File: src/rtl/hough_pkg.sv
// hough_pkg
// Shared definitions for the Hough voting path: default image geometry,
// coordinate/address widths (also used by hough_transformer) and the
// state encoding of edge_point_sequencer.
package hough_pkg;

    localparam int IMG_WIDTH  = 640;
    localparam int IMG_HEIGHT = 480;

    localparam int X_W    = 10;
    localparam int Y_W    = 9;
    localparam int ADDR_W = 19;

    // edge_point_sequencer scan states
    typedef enum logic [2:0] {
        S_IDLE    = 3'd0,
        S_FETCH   = 3'd1,
        S_EVAL    = 3'd2,
        S_ISSUE   = 3'd3,
        S_WAIT_HT = 3'd4,
        S_DONE    = 3'd5
    } eps_state_t;

endpackage

File: src/rtl/raster_counter.sv
// raster_counter
// Raster-order pixel position tracker. Keeps x, y and the linear frame
// buffer address in step; the address is advanced incrementally so no
// multiplier is needed.
//
// Ports:
//   clk      system clock
//   reset_n  synchronous active-low reset, clears all registers
//   clear    restart at pixel (0,0), address 0
//   advance  step to the next pixel in raster order
//   x, y     current pixel coordinates
//   addr     current linear address (y*WIDTH + x)
//   last     current pixel is the final pixel of the frame
module raster_counter
    import hough_pkg::*;
#(
    parameter int WIDTH  = IMG_WIDTH,
    parameter int HEIGHT = IMG_HEIGHT
) (
    input  logic              clk,
    input  logic              reset_n,
    input  logic              clear,
    input  logic              advance,
    output logic [X_W-1:0]    x,
    output logic [Y_W-1:0]    y,
    output logic [ADDR_W-1:0] addr,
    output logic              last
);

    logic end_of_line;

    assign end_of_line = (x == X_W'(WIDTH - 1));
    assign last        = end_of_line && (y == Y_W'(HEIGHT - 1));

    always_ff @(posedge clk) begin
        if (!reset_n || clear) begin
            x    <= '0;
            y    <= '0;
            addr <= '0;
        end else if (advance) begin
            if (end_of_line) begin
                x <= '0;
                y <= y + Y_W'(1);
            end else begin
                x <= x + X_W'(1);
            end
            addr <= addr + ADDR_W'(1);
        end
    end

endmodule

File: src/rtl/edge_point_sequencer.sv
// edge_point_sequencer
// Scans the frame buffer in raster order, thresholds each pixel and hands
// every edge pixel's (x, y) to hough_transformer, one vote at a time.
//
// Handshake: ht_start is a one-cycle pulse carrying ht_x/ht_y; the
// coordinates stay stable until hough_transformer answers with a
// one-cycle ht_done, which is only looked at while waiting for it. At
// most one vote is outstanding.
//
// Ports:
//   clk, reset_n   clock, synchronous active-low reset
//   frame_start    scan request, accepted in IDLE only
//   threshold      edge threshold, captured with an accepted frame_start
//   mem_addr       frame buffer read address (data returns one cycle later)
//   mem_data       frame buffer read data
//   ht_x, ht_y     edge coordinates for the current vote
//   ht_start       vote launch pulse
//   ht_done        vote completion pulse
//   busy           scan in progress, through the frame_done cycle
//   frame_done     one-cycle end-of-scan pulse
//   edge_count     votes issued in the current/last frame
//   dbg_state      current FSM state
module edge_point_sequencer
    import hough_pkg::*;
#(
    parameter int WIDTH  = IMG_WIDTH,
    parameter int HEIGHT = IMG_HEIGHT,
    parameter int PIX_W  = 8
) (
    input  logic              clk,
    input  logic              reset_n,
    input  logic              frame_start,
    input  logic [PIX_W-1:0]  threshold,
    output logic [ADDR_W-1:0] mem_addr,
    input  logic [PIX_W-1:0]  mem_data,
    output logic [X_W-1:0]    ht_x,
    output logic [Y_W-1:0]    ht_y,
    output logic              ht_start,
    input  logic              ht_done,
    output logic              busy,
    output logic              frame_done,
    output logic [ADDR_W-1:0] edge_count,
    output logic [2:0]        dbg_state
);

    eps_state_t        state, next_state;
    logic [PIX_W-1:0]  thr_q;
    logic [X_W-1:0]    cur_x;
    logic [Y_W-1:0]    cur_y;
    logic [ADDR_W-1:0] cur_addr;
    logic              cur_last;
    logic              is_edge;
    logic              clear;
    logic              advance;

    // mem_data is only meaningful in EVAL, one cycle after FETCH drove the address
    assign is_edge = (mem_data >= thr_q);
    assign clear   = (state == S_IDLE) && frame_start;
    // The final pixel never advances, so the counter parks on it after a scan
    assign advance = (((state == S_EVAL) && !is_edge) ||
                      ((state == S_WAIT_HT) && ht_done)) && !cur_last;

    raster_counter #(
        .WIDTH  (WIDTH),
        .HEIGHT (HEIGHT)
    ) u_raster (
        .clk     (clk),
        .reset_n (reset_n),
        .clear   (clear),
        .advance (advance),
        .x       (cur_x),
        .y       (cur_y),
        .addr    (cur_addr),
        .last    (cur_last)
    );

    // The counter address is already a register and only moves on advance,
    // so it holds through EVAL/ISSUE/WAIT_HT
    assign mem_addr  = cur_addr;
    assign dbg_state = state;

    always_ff @(posedge clk) begin
        if (!reset_n) state <= S_IDLE;
        else          state <= next_state;
    end

    always_comb begin
        next_state = state;
        case (state)
            S_IDLE:    if (frame_start) next_state = S_FETCH;
            S_FETCH:   next_state = S_EVAL;
            S_EVAL: begin
                if (is_edge)       next_state = S_ISSUE;
                else if (cur_last) next_state = S_DONE;
                else               next_state = S_FETCH;
            end
            S_ISSUE:   next_state = S_WAIT_HT;
            S_WAIT_HT: if (ht_done) next_state = cur_last ? S_DONE : S_FETCH;
            S_DONE:    next_state = S_IDLE;
            default:   next_state = S_IDLE;
        endcase
    end

    // Status outputs are decoded from next_state so they are registered
    // yet line up with the state they describe
    always_ff @(posedge clk) begin
        if (!reset_n) begin
            thr_q      <= '0;
            ht_x       <= '0;
            ht_y       <= '0;
            ht_start   <= 1'b0;
            busy       <= 1'b0;
            frame_done <= 1'b0;
            edge_count <= '0;
        end else begin
            ht_start   <= (next_state == S_ISSUE);
            frame_done <= (next_state == S_DONE);
            busy       <= (next_state != S_IDLE);
            if (clear) begin
                thr_q      <= threshold;
                edge_count <= '0;
            end
            if ((state == S_EVAL) && is_edge) begin
                ht_x <= cur_x;
                ht_y <= cur_y;
            end
            if (state == S_ISSUE) edge_count <= edge_count + ADDR_W'(1);
        end
    end

endmodule

File: config.mk
export PLATFORM = sky130hd
export DESIGN_NAME = edge_point_sequencer
export DESIGN_NICKNAME = d
export VERILOG_FILES = /design/src/rtl/hough_pkg.sv /design/src/rtl/raster_counter.sv /design/src/rtl/edge_point_sequencer.sv
export SDC_FILE = /design/constraint.sdc
export NUM_CORES = 1
export LEC_CHECK = 0
export CAP_MARGIN = 20
export CORE_AREA = 4 4 103 105
export DETAILED_ROUTE_END_ITERATION = 6
export DIE_AREA = 0 0 107 109
export HOLD_SLACK_MARGIN = 0.15
export PLACE_DENSITY_LB_ADDON = 0.12
export RECOVER_POWER = 25
export SLEW_MARGIN = 0
export SYNTH_ARGS = -nofsm -noshare
export SYNTH_HDL_FRONTEND = slang
export SYNTH_SLANG_ARGS = --single-unit
File: constraint.sdc
create_clock -name clk -period 2.4 [get_ports clk]
set_input_delay 0.72 -clock clk [delete_from_list [all_inputs] [get_ports clk]]
set_output_delay 0.72 -clock clk [all_outputs]
set_load 0.02 [all_outputs]
=== Word level (Yosys, flattened, before mapping) ===
Cells that the tools add are included.

* Register bits after elaboration: 90
* Input port bits: 20
* Word-level logic and storage cells: 47

* Muxes and demuxes: 8
* Equality and inequality tests: 8
* Reduce and logical (&&, ||, !) cells: 15
* Add/sub/neg operators: 4
* Order comparisons: 1

{| class="wikitable"
|+ Operator list
! cell !! number
|-
| adder 19 x 1 -> 19 bit (second input constant) || 2
|-
| 2-to-1 mux 19 bit || 2
|-
| one-hot mux 3 bit (5 select lines) || 1
|-
| 2-to-1 mux 3 bit || 4
|-
| adder 10 x 1 -> 10 bit (second input constant) || 1
|-
| equality test 10 bit (second input constant) || 1
|-
| 2-to-1 mux 10 bit || 1
|-
| adder 9 x 1 -> 9 bit (second input constant) || 1
|-
| equality test 3 x 2 -> 1 bit (second input constant) || 3
|-
| equality test 9 bit (second input constant) || 1
|-
| >= comparator 8 bit || 1
|-
| equality test 3 bit (second input constant) || 2
|-
| logical AND 1 bit || 6
|-
| equality test 3 x 1 -> 1 bit (second input constant) || 1
|-
| zero test 1 bit || 3
|-
| zero test 3 bit || 1
|-
| nonzero test 3 bit || 1
|-
| logical OR 1 bit || 2
|-
| AND reduction 2 bit || 1
|-
| nonzero test 2 bit || 1
|}

=== Depth between registers and ports, before layout ===
* Depth after elaboration: 6
* Gate-level depth with buffers: 10
* Gate-level depth less buffers: 8

=== By module ===
Synthesis repeated with hierarchy kept, for this count alone.

* Cell total of the unflattened synthesis: 493
* Area total of the unflattened synthesis: 4,165.2 um^2

{| class="wikitable"
|+ By module, submodules not included
! module !! area each (um^2) !! instances !! cells each !! sequential area each (um^2)
|-
| edge_point_sequencer || 2,402.3 || 1 || 291 || 1,041.0
|-
| raster_counter || 1,762.9 || 1 || 202 || 760.7
|}

=== Worst setup path after synthesis ===
OpenSTA, ideal clock, no wires.

* Kind: input to register
* Start: input mem_data[5]
* End: register u_raster.addr[16]
* Data arrival time: 2,525 ps
* Buffers on the path: 1
* Stages: 8
* Slack: -196 ps
* Cells stage by stage: ha_1 -> a211oi_4 -> o211ai_4 -> nor3_4 -> o21ai_2 -> buf_6 -> or4_1 -> a21oi_1

* Cells in the longest elaborated chain, start to end: 5

{| class="wikitable"
|+ Ends and longest elaborated chain
! item !! line !! RTL
|-
| from (decl) || edge_point_sequencer.sv:35 || <nowiki>input logic [PIX_W-1:0] mem_data,</nowiki>
|-
| >= comparator 8 bit || edge_point_sequencer.sv:57 || <nowiki>assign is_edge = (mem_data >= thr_q);</nowiki>
|-
| zero test 1 bit || edge_point_sequencer.sv:60 || <nowiki>assign advance = (((state == S_EVAL) && !is_edge) ||</nowiki>
|-
| logical AND 1 bit || edge_point_sequencer.sv:60 ||
|-
| logical OR 1 bit || edge_point_sequencer.sv:60 ||
|-
| logical AND 1 bit || edge_point_sequencer.sv:61 || <nowiki>((state == S_WAIT_HT) && ht_done)) && !cur_last;</nowiki>
|-
| to (signal assigned) || raster_counter.sv:47 || <nowiki>addr <= addr + ADDR_W'(1);</nowiki>
|-
| to (decl) || raster_counter.sv:26 || <nowiki>output logic [ADDR_W-1:0] addr,</nowiki>
|}

No other way between the ends.
A chain may end at the register's enable or synchronous reset.

=== Final worst setup path ===
* Start: input mem_data[2]
* End: register u_raster.x[6]

* Cells in the longest elaborated chain, start to end: 5

{| class="wikitable"
|+ Ends and longest elaborated chain
! item !! line !! RTL
|-
| >= comparator 8 bit || edge_point_sequencer.sv:57 ||
|-
| zero test 1 bit || edge_point_sequencer.sv:60 ||
|-
| logical AND 1 bit || edge_point_sequencer.sv:60 ||
|-
| logical OR 1 bit || edge_point_sequencer.sv:60 ||
|-
| logical AND 1 bit || edge_point_sequencer.sv:61 ||
|-
| to (signal assigned) || raster_counter.sv:45 || <nowiki>x <= x + X_W'(1);</nowiki>
|-
| to (decl) || raster_counter.sv:24 || <nowiki>output logic [X_W-1:0] x,</nowiki>
|}

No other way between the ends.

==> Implementation_results.wiki <==
{| class="wikitable"
! Metric !! Value
|-
| Type of the worst setup path || in2reg
|-
| Area of the core || 9640 um^2
|-
| Overall track demand over capacity in global routing || 20.4%
|-
| Net count of the finished layout || 648
|-
| Adder-cell area share of the yosys netlist || 3.28%
|-
| Classification of the worst-slack hold path || reg2reg
|-
| Final number of max-transition violations || 0
|-
| Count of placed standard cells including taps || 731
|-
| Result of the run || finished, final reports clean
|-
| Area of placed instances || 5730 um^2
|-
| Skew-Pair Late Insertion Delay || 360 ps
|-
| Count of antenna diodes in the layout || 0
|-
| Achievable Freq || 418 MHz
|-
| Peak fanout along the critical path || 5
|-
| Sink Count || 90
|-
| Synthesized instance count || 507
|-
| Final setup violation count || 0
|-
| I/O pin count || 83
|-
| Clock-pin slew reported for the worst setup and hold paths after clock tree synthesis || 90 ps
|-
| Placer's final routability congestion estimate || 0.834
|-
| Worst-case clock buffer depth || 2
|-
| Final Instance Count excl. Fillers || 754
|-
| Number of storage elements in the synthesis netlist || 90
|-
| Mean number of vias per cell || 5.56
|-
| Number of buffer and inverter stages on the critical path || 2
|-
| Max rail drop VDD || 0.272 mV
|-
| Row Count || 36
|-
| Worst-case clock skew || 15.2 ps
|-
| # hold bufs at CTS || 0
|-
| Worst setup SP type || input port
|-
| Period minus WS final || 2390 ps
|-
| GR peak layer || met2
|-
| Worst-case hold slack || 465 ps
|-
| Die X || 107 um
|-
| Total wire length after detailed routing || 11600 um
|-
| HPWL after detailed placement || 8020 um
|-
| Number of hold-slack violations in the final timing report || 0
|-
| Most frequent cell on the critical path || a21oi_2
|-
| Final Cycle Share || 99.6%
|-
| Primary flip-flop cell chosen by synthesis mapping || dfxtp_1
|-
| Mean instance size in the synthesized netlist || 9.02 um^2
|-
| Pin count of the biggest net entering global routing || 31
|-
| Transition at the pin with the smallest max-transition slack || 497 ps
|-
| Pleak || 2.23 nW
|-
| Slowest CP cell || or4_4
|-
| Critical Path Sink Type || register
|-
| First-pass GRT wire length || 19100 um
|-
| Depth of the CTS H-tree || 3
|-
| Area of all placed cells without fillers || 6260 um^2
|-
| Proportion of layout cells with a drive suffix above 1 || 20.8%
|-
| Sequential-to-total area share from yosys stat || 39.4%
|-
| Number of distinct library cell variants in the gate-level netlist after synthesis || 62
|-
| Multiplexer share of the synthesized area || 5.25%
|-
| Commonest cells in the netlist || 90 x dfxtp_1, 49 x nand2_1, 26 x nand3_1
|-
| Top Family by Delay on Critical Path || simple AND/OR/NAND/NOR gates
|-
| Cell type with the highest aggregate area in the netlist || dfxtp_1
|-
| Met2 track utilization from global routing || 34.6%
|-
| Basic-gate share of the synthesized area counting and, or, nand and nor cells || 28.2%
|-
| Area share of xor/xnor cells in the synthesized design || 0.575%
|-
| Layout overhead on the synthesized area || 36.9%
|-
| Clk root buf || clkbuf_8
|-
| Compound-gate portion of the synthesized area || 17.7%
|-
| Syn Nets || 539
|-
| Initial core utilization || 47.4%
|-
| Post-detailed-route count of antenna-violating nets || 0
|-
| Initial antenna violation count || 0
|-
| Vertical extent of the die || 109 um
|-
| First-pass iteration count of the detailed router || 4
|-
| Floorplan die area || 11700 um^2
|-
| Combinational family with the most area after synthesis || simple AND/OR/NAND/NOR gates
|-
| Port-buffer cells || 82
|-
| CTS buffer count || 9
|-
| Share of synthesized registers carrying an async set or reset || 0%
|-
| Post-synthesis instance area || 4570 um^2
|-
| Arrival time at the worst endpoint || 2680 ps
|-
| Max_cap viols || 0
|-
| Met1 global-route usage || 26.6%
|-
| Total via count in the routed design || 4194
|-
| # DRC || 0
|-
| Power Density || 514 nW/um^2
|-
| Wire length per cell || 15.4 um
|-
| RSZ-0062 raised after global routing || true
|-
| Stage delay of the slowest cell on the critical path || 520 ps
|-
| CTS tree || yes
|-
| Dominant cell by count in the synthesized netlist || dfxtp_1
|-
| Met3 demand-to-capacity share in global routing || 4.14%
|-
| Main area contributors after synthesis || dfxtp_1 39%, mux2i_1 5.3%, nand2_1 4.0%
|-
| Final Core Density || 64.9%
|-
| Top-area cell type share of the netlist area || 39.4%
|-
| Cells along the critical path || dlygate4sd2_1 -> ha_4 -> a21oi_2 -> a21oi_4 -> nor3_4 -> o21ai_4 -> buf_8 -> or4_4 -> a21oi_2
|-
| Violation count after the first detailed-route iteration || 184
|-
| Vias in the first global route || 4026
|-
| Fill cell count || 851
|-
| Gr ovfl total || 0
|-
| Number of enable flip-flop cells after synthesis || 0
|-
| Req. time, crit path || 2690 ps
|-
| Tightest slew margin relative to the limit || 66.8%
|-
| YS warnings || 0
|}
[where the power goes]
part           internal (mW)  switching [mW]
clock network          0.724           0.559
logic                  0.198           0.216
registers               1.51          0.0134
total                   2.43           0.788
[placed cells by master (no fill, tap or decap), types with 17 or more instances in the layout]
cell type         n
nor2_1           22
dlygate4sd3_1    17
nand2_1          48
mux2i_1          24
buf_4            28
clkdlybuf4s50_1  57
nand3_1          26
nor2b_1          22
inv_1            19
dfxtp_1          88
[final cells by class]
cell class	instances	area [um^2]	share of cell area [%]
multi-input combinational	372	2770	44.2
sequential	90	1800	28.8
timing repair buffer	123	1200	19.1
tap	133	166	2.66
clock buffer	10	138	2.20
clock inverter	6	113	1.80
inverter	20	75.1	1.20
[what timing repair did]
item	4_1_cts	5_1_grt
hold endpoints to repair	0	0
gates resized for setup	38	31
pin swaps	17	10
setup endpoints to repair	58	26
buffers inserted	8	0
[worst register-to-register path, cell delays in order (launching register included)]
cell	delay, ps
dfxtp_2	340
inv_2	50
ha_4	240
a211oi_4	260
o211ai_4	150
nor3_4	270
o21ai_4	120
buf_8	150
or4_4	520
a21oi_2	140
[sequential cells by signal, summed over array words and instances, names as in the netlist]
name	count
edge_count	19
dbg_state	3
ht_start	1
thr_q	8
busy	1
u_raster.y	9
u_raster.x	10
ht_y	9
u_raster.addr	19
ht_x	10
frame_done	1
[kinds of logic (layout without fill, tap and decap cells)]
logic type,after synthesis,in the layout
AND/OR/NAND/NOR,221,221
AO/OA/AOI/OAI,112,112
flip-flops,90,90
buffers and inverters,45,159
multiplexers,24,24
adder cells (fa/ha/maj),12,12
XOR/XNOR,3,3
[routing by layer]
layer  vias up  wire (um)
met2        80       5620
met5         -          0
met4         0        115
met1      2036       5410
li1       2069          -
met3         9        464
[final timing paths]
| kind | from | end | slack, ps | depth (start not counted) |
|---|---|---|---|---|
| hold reg to reg | thr_q[6] | thr_q[6] | 470 | 2 |
| setup reg to reg | thr_q[5] | u_raster.x[6] | 90 | 9 |
| setup / recovery | mem_data[2] | u_raster.x[6] | 10 | 9 |
| hold / removal | thr_q[6] | thr_q[6] | 470 | 2 |
[through the flow]
stage	setup WS [ps]	power (mW)	TNS, ps
6_report	10.1	3.22	0
5_1_grt	-35.6	3.34	-275
4_1_cts	14.9	3.24	0
3_5_place_dp	-736	1.91	-33600
3_3_place_gp	-667	1.90	-31680
2_1_floorplan	8.39	1.77	0
(Power assumes the default switching activity.)
